<file path="src/rtl/wb_select_stage_if.sv">
// wb_select_stage_if: MEM-side inputs and GRF write-port outputs of the MEM/WB stage
interface wb_select_stage_if #(
   parameter int DW   = 32,
   parameter int NSRC = 4,
   parameter int SELW = 2,
   parameter int RAW  = 5,
   parameter int CNTW = 16
);
   logic              stall;
   logic              flush;
   logic              in_valid;
   logic              we_in;
   logic [RAW-1:0]    rt;
   logic [RAW-1:0]    rd;
   logic [1:0]        rd_sel;
   logic [NSRC*DW-1:0] src_data;
   logic [SELW-1:0]   src_sel;
   logic [1:0]        addr_lo;
   logic [2:0]        ld_type;
   logic              wb_valid;
   logic              wb_we;
   logic [RAW-1:0]    wb_addr;
   logic [DW-1:0]     wb_data;
   logic [CNTW-1:0]   wb_count;
   modport master (
      output stall, flush, in_valid, we_in, rt, rd, rd_sel, src_data, src_sel, addr_lo, ld_type,
      input  wb_valid, wb_we, wb_addr, wb_data, wb_count
   );
   modport slave (
      input  stall, flush, in_valid, we_in, rt, rd, rd_sel, src_data, src_sel, addr_lo, ld_type,
      output wb_valid, wb_we, wb_addr, wb_data, wb_count
   );
endinterface

</file>
<file path="src/rtl/wb_select_stage.sv">
// wb_select_stage: registered MEM/WB boundary with dest/data select; WB_LOAD_EXT_EN adds load extraction on source 1
module wb_select_stage #(
   parameter int DW       = 32,
   parameter int NSRC     = 4,
   parameter int SELW     = 2,
   parameter int RAW      = 5,
   parameter int LINK_REG = 31,
   parameter int CNTW     = 16
) (
   input logic              clk,
   input logic              reset,
   wb_select_stage_if.slave bus
);
   logic [RAW-1:0]  w_addr;
   logic [DW-1:0]   w_sel;
   logic [DW-1:0]   w_data;
   logic            w_fault;
   logic            w_we;
   logic            r_valid;
   logic            r_we;
   logic [RAW-1:0]  r_addr;
   logic [DW-1:0]   r_data;
   logic [CNTW-1:0] r_count;
   // destination register: rt, rd, link register, or none
   always_comb begin
      w_addr = bus.rd_sel == 2'b00 ? bus.rt :
               bus.rd_sel == 2'b01 ? bus.rd :
               bus.rd_sel == 2'b10 ? RAW'(LINK_REG) : '0;
   end
   // N-way source select; indices past the last source yield zero
   always_comb begin
      w_sel = '0;
      for (int k = 0; k < NSRC; k++)
         if (int'(bus.src_sel) == k) w_sel = bus.src_data[k*DW +: DW];
   end
`ifdef WB_LOAD_EXT_EN
   logic [DW-1:0] w_raw1;
   logic [7:0]    w_b;
   logic [15:0]   w_h;
   logic          w_lw;
   logic          w_ld;
   // memory read data (source 1) shaped by load type; lw-like for unknown types
   always_comb begin
      w_raw1  = bus.src_data[DW +: DW];
      w_b     = w_raw1[{bus.addr_lo, 3'b000} +: 8];
      w_h     = w_raw1[{bus.addr_lo[1], 4'b0000} +: 16];
      w_lw    = bus.ld_type == 3'b000 || bus.ld_type > 3'b100;
      w_ld    = int'(bus.src_sel) == 1;
      w_fault = w_ld && (w_lw ? bus.addr_lo != 2'b00 :
                         (bus.ld_type == 3'b011 || bus.ld_type == 3'b100) ? bus.addr_lo[0] : 1'b0);
      w_data  = !w_ld ? w_sel :
                bus.ld_type == 3'b001 ? {{(DW-8){w_b[7]}}, w_b} :
                bus.ld_type == 3'b010 ? {{(DW-8){1'b0}}, w_b} :
                bus.ld_type == 3'b011 ? {{(DW-16){w_h[15]}}, w_h} :
                bus.ld_type == 3'b100 ? {{(DW-16){1'b0}}, w_h} : w_raw1;
   end
`else
   logic w_unused;
   assign w_unused = ^{bus.ld_type, bus.addr_lo};
   // raw pass-through: no extraction and no misalign suppression
   always_comb begin
      w_fault = 1'b0;
      w_data  = w_sel;
   end
`endif
   assign w_we = bus.in_valid & bus.we_in & (w_addr != '0) & ~w_fault;
   // stage register: reset, then flush bubble, then stall hold, else capture; count commits leaving unstalled
   always_ff @(posedge clk) begin
      if (!reset) begin
         r_valid <= 1'b0;
         r_we    <= 1'b0;
         r_addr  <= '0;
         r_data  <= '0;
         r_count <= '0;
      end else begin
         if (!bus.stall && r_valid && r_we) r_count <= r_count + CNTW'(1);
         if (bus.flush) begin
            r_valid <= 1'b0;
            r_we    <= 1'b0;
            r_addr  <= '0;
            r_data  <= '0;
         end else if (!bus.stall) begin
            r_valid <= bus.in_valid;
            r_we    <= w_we;
            r_addr  <= w_addr;
            r_data  <= w_data;
         end
      end
   end
   assign bus.wb_valid = r_valid;
   assign bus.wb_we    = r_we;
   assign bus.wb_addr  = r_addr;
   assign bus.wb_data  = r_data;
   assign bus.wb_count = r_count;
endmodule

</file>
<file path="src/flat_wrapper.sv">
// flat-port wrapper written by rule: the top's interface ports become plain ports
module wb_select_stage_flat 
#(
   parameter int DW       = 32,
   parameter int NSRC     = 4,
   parameter int SELW     = 2,
   parameter int RAW      = 5,
   parameter int LINK_REG = 31,
   parameter int CNTW     = 16
)
  (clk, reset, bus_stall, bus_flush, bus_in_valid, bus_we_in, bus_rt, bus_rd, bus_rd_sel, bus_src_data, bus_src_sel, bus_addr_lo, bus_ld_type, bus_wb_valid, bus_wb_we, bus_wb_addr, bus_wb_data, bus_wb_count);
  wb_select_stage_if #(.DW(DW), .NSRC(NSRC), .SELW(SELW), .RAW(RAW), .CNTW(CNTW)) bus_i ();
  input logic clk;
  input logic reset;
  input wire logic [$bits(bus_i.stall)-1:0] bus_stall;
  input wire logic [$bits(bus_i.flush)-1:0] bus_flush;
  input wire logic [$bits(bus_i.in_valid)-1:0] bus_in_valid;
  input wire logic [$bits(bus_i.we_in)-1:0] bus_we_in;
  input wire logic [$bits(bus_i.rt)-1:0] bus_rt;
  input wire logic [$bits(bus_i.rd)-1:0] bus_rd;
  input wire logic [$bits(bus_i.rd_sel)-1:0] bus_rd_sel;
  input wire logic [$bits(bus_i.src_data)-1:0] bus_src_data;
  input wire logic [$bits(bus_i.src_sel)-1:0] bus_src_sel;
  input wire logic [$bits(bus_i.addr_lo)-1:0] bus_addr_lo;
  input wire logic [$bits(bus_i.ld_type)-1:0] bus_ld_type;
  output wire logic [$bits(bus_i.wb_valid)-1:0] bus_wb_valid;
  output wire logic [$bits(bus_i.wb_we)-1:0] bus_wb_we;
  output wire logic [$bits(bus_i.wb_addr)-1:0] bus_wb_addr;
  output wire logic [$bits(bus_i.wb_data)-1:0] bus_wb_data;
  output wire logic [$bits(bus_i.wb_count)-1:0] bus_wb_count;
  assign bus_i.stall = bus_stall;
  assign bus_i.flush = bus_flush;
  assign bus_i.in_valid = bus_in_valid;
  assign bus_i.we_in = bus_we_in;
  assign bus_i.rt = bus_rt;
  assign bus_i.rd = bus_rd;
  assign bus_i.rd_sel = bus_rd_sel;
  assign bus_i.src_data = bus_src_data;
  assign bus_i.src_sel = bus_src_sel;
  assign bus_i.addr_lo = bus_addr_lo;
  assign bus_i.ld_type = bus_ld_type;
  assign bus_wb_valid = bus_i.wb_valid;
  assign bus_wb_we = bus_i.wb_we;
  assign bus_wb_addr = bus_i.wb_addr;
  assign bus_wb_data = bus_i.wb_data;
  assign bus_wb_count = bus_i.wb_count;
  wb_select_stage #(.DW(DW), .NSRC(NSRC), .SELW(SELW), .RAW(RAW), .LINK_REG(LINK_REG), .CNTW(CNTW)) u_core (.clk(clk), .reset(reset), .bus(bus_i));
endmodule
</file>
<file path="config.mk">
export PLATFORM = sky130hd
export DESIGN_NAME = wb_select_stage_flat
export DESIGN_NICKNAME = d
export VERILOG_FILES = /design/src/rtl/wb_select_stage_if.sv /design/src/rtl/wb_select_stage.sv /design/src/flat_wrapper.sv
export SDC_FILE = /design/constraint.sdc
export NUM_CORES = 1
export LEC_CHECK = 0
export CAP_MARGIN = 25
export CORE_ASPECT_RATIO = 1.25
export CORE_MARGIN = 2
export CORE_UTILIZATION = 36
export CTS_CLUSTER_SIZE = 24
export DETAILED_ROUTE_END_ITERATION = 8
export PLACE_DENSITY = 0.89
export SYNTH_ARGS = -nofsm -noshare
export SYNTH_HDL_FRONTEND = slang
export SYNTH_SLANG_ARGS = --single-unit
</file>
<file path="constraint.sdc">
create_clock -name clk -period 1.8 [get_ports clk]
set_clock_uncertainty 0.2 [all_clocks]
set_input_delay 0.18 -clock clk [delete_from_list [all_inputs] [get_ports clk]]
set_output_delay 0.18 -clock clk [all_outputs]
set_load 0.02 [all_outputs]
</file>
==> results of run 1 <==
[worst register-to-register path, delay by kind of cell (launching register included)]
family / cells / cell delay (ns)
and+or+nand+nor: 3 / 0.75
DFF: 1 / 0.49
muxes: 1 / 0.20
[path summary, 6_finish.rpt]
path,startpoint,endpoint,slack [ns],cells past startpoint
worst min register to register,u_core.bus.wb_count[15],u_core.bus.wb_count[15],0.30,2
worst max-delay path,u_core.bus.wb_count[5],bus_wb_count[5],0.06,1
worst min-delay path,bus_stall,u_core.bus.wb_valid,0.01,3
worst max register to register,u_core.bus.wb_we,u_core.bus.wb_count[15],0.09,4
[where the power goes]
part	switching [mW]	leakage, nW	internal (mW)	total (mW)
registers	0.0200	0.448	1.25	1.27
logic	0.259	1.72	0.526	0.785
clock network	0.411	0.0402	0.272	0.683
total	0.690	2.20	2.05	2.74
[flip-flops by register name, indices dropped and copies added (netlist names)]
signal               count
u_core.bus.wb_addr       5
u_core.bus.wb_count     16
u_core.bus.wb_data      32
u_core.bus.wb_valid      1
u_core.bus.wb_we         1
[cell usage in the layout, fill, tap and decap left out, types with 3 or more instances in the layout]
cell type          n
dlymetal6s2s_1     3
nor2_1            40
o21ai_0            5
mux2i_1           40
nand2_1           19
clkdlybuf4s50_1  193
buf_4              8
mux4_2            32
and2_1             7
nor2b_1            3
nor3_1             6
dfxtp_1           52
clkbuf_8           5
xor2_1             5
nand3_1            3
inv_1              3
nand2b_1           9
dfxtp_2            3
buf_12             4
dlygate4sd2_1      4
[layout make-up]
| class | count | area share |
|---|---|---|
| well taps | 97 | 0.02276 |
| flip-flops and latches | 55 | 0.2072 |
| inverters | 3 | 0.002112 |
| clock inverters | 3 | 0.003754 |
| multi-input cells | 197 | 0.3473 |
| clock buffers | 5 | 0.01290 |
| repair buffers | 214 | 0.4040 |
[stage by stage]
stage	setup TNS [ns]	std cells	power (mW)	hold slack (ns)	util
after detailed placement	-0.009751	566	2.088	0.2808	0.6356
after global routing	0	574	2.855	0.04458	0.6471
after CTS	0	574	2.769	0.008174	0.6458
final	0	574	2.738	0.01194	0.6471
after floorplan	0	275	1.634	0.1239	-
after global placement	0	566	2.062	0.2631	0.6356
[metal layers]
layer	vias up	part of all wire	GRT usage
li1	1403	-	-
met1	1402	0.35	0.2185
met2	156	0.55	0.3984
met3	20	0.079	0.05697
met4	0	0.028	0.06696
met5	-	0	0
[timing repair]
item / CTS / global route
cloned: 0 / 0
gates resized for setup: 4 / 6
hold buffers: 0 / 0
setup endpoints to repair: 4 / 4
[kinds of logic after synthesis]
| group | count (synthesis) | synth area share |
|---|---|---|
| muxes | 72 | 0.3660 |
| adders and majority gates | 1 | 0.004084 |
| DFF | 55 | 0.3595 |
| and+or+nand+nor | 99 | 0.1736 |
| buffers and inverters | 23 | 0.03595 |
| xor gates and xnor gates | 7 | 0.02002 |
| AOI/OAI and AO/OA | 18 | 0.04085 |
==> key figures, run 1 <==
Synthesis
  • Avg Cell Area, Syn: 11.14 µm²
  • Synth top area cells: dfxtp_1 (36%), mux4_2 (24%), mux2i_1 (13%), nor2_1 (4.9%), nand2_1 (2.3%)
  • Yosys warns: 0
  • Post-Synthesis Cells: 275
  • Post-synth top area share: 0.3595
  • Mapped Area: 3063 µm²
  • Library cells used by synthesis: 38
  • Synth Net Count: 429
  • Cell accounting for the most synthesized area: dfxtp_1
  • Ys async rst share: 0
  • Seq/Total Area, Yosys: 0.3595
  • Number of synthesized flops with an enable pin: 0
  • Synth cell count leaders: dfxtp_1 (55), mux2i_1 (40), nor2_1 (40), mux4_2 (32), nand2_1 (19)
  • Count leader, synth: dfxtp_1
  • FF+latch count, synth: 55
  • Top_reg_cell synth: dfxtp_1

Worst setup path
  • Crit start category: flop
  • Crit-path max cell delay: 0.63 ns
  • CP cell instances: clkdlybuf4s50_1
  • CP required: 1.42 ns
  • Arrival time worst endpoint: 1.36 ns
  • CP max FO: 3
  • Family with the most delay on the worst path: buffers and inverters
  • Critical path's slowest cell: clkdlybuf4s50_1
  • WP buf/inv: 1
  • Worst setup EP type: primary output
  • Crit path kind: flop to primary output

Global routing
  • Vias in the first global route: 3149
  • Largest net degree at the start of global routing: 45
  • Gr ovfl total: 0
  • First-pass GRT wire length: 15280 µm
  • Initial antenna violation count: 0
  • Total track usage: 0.2098

Placed design
  • RePlAce Congestion: 0.9047
  • Input/output buffers: 202
  • Placed instance area: 5238 µm²
  • Place WS: -0.009751 ns
  • DP Wirelength: 8236 µm

Routing
  • Vias: 2981
  • Antenna viol nets, final: 0
  • Post-Route WL: 9834 µm
  • Via/cell ratio: 5.193
  • Avg WL per Cell: 17.13 µm
  • DR pass1 iterations: 8
  • First DRT Iteration DRCs: 96
  • # DRC: 0

Cells and area
  • Reg area: 1105 µm²
  • Area grow syn2layout: 74.10%
  • Ant. Diodes: 0
  • Final #Nets: 630
  • Footprint of the multi-input gates: 1852 µm²
  • Post-route cell area: 5333 µm²
  • Layout cell share with drive strength beyond 1: 0.1300
  • Fillers: 636

Clocking
  • Number of CTS-inserted buffers: 5
  • H-tree levels: 2
  • Clk root buf: clkbuf_8
  • CTS tree: done
  • CTS Buffer Depth: 2
  • Clock Sinks: 55
  • Setup bufs post-CTS: 0
  • Clk_lat worst skew: 0.31 ns
  • Worst-path clk slew: 0.10 ns

Timing
  • Min cycle time layout: 1.741 ns
  • Final hold viol count: 0
  • Actual slew at the worst max-slew pin: 0.3282 ns
  • Slew HR: 0.7805
  • Final worst path period share: 0.9674
  • RSZ-0062 raised after global routing: no
  • F_max: 574.3 MHz
  • Pins Over Slew Limit: 0
  • # setup viols final: 0
  • Setup ws final: 0.05863 ns

Run status
  • Status: finished, final reports clean

Power
  • Leakage power: 2.205 nW
  • PD cells: 513.5 nW/µm²
  • Peak supply drop: 0.0003135 V

Floorplanning
  • Die Ht: 107.1 µm
  • Site Rows: 37
  • Initial core utilization: 0.3717
  • Horiz. Die Dim: 86.50 µm
  • Core area: 8240 µm²
  • Die footprint: 9266 µm²
  • Boundary pin count: 208

Worst hold path
  • Worst hold-check path type: primary input to flop

Flow run
  • Max Cap Viol: 0
(Power assumes the default switching activity.)
==> inputs of run 2 (changes only) <==
--- a/config.mk
+++ b/config.mk
@@ -5,7 +5,7 @@
 export SDC_FILE = /design/constraint.sdc
 export NUM_CORES = 1
 export LEC_CHECK = 0
-export CAP_MARGIN = 25
+export CAP_MARGIN = 10
 export CORE_ASPECT_RATIO = 1.25
 export CORE_MARGIN = 2
 export CORE_UTILIZATION = 36
==> results of run 2 <==
No change in the layout: final DEF, timing and power equal those of run 1.
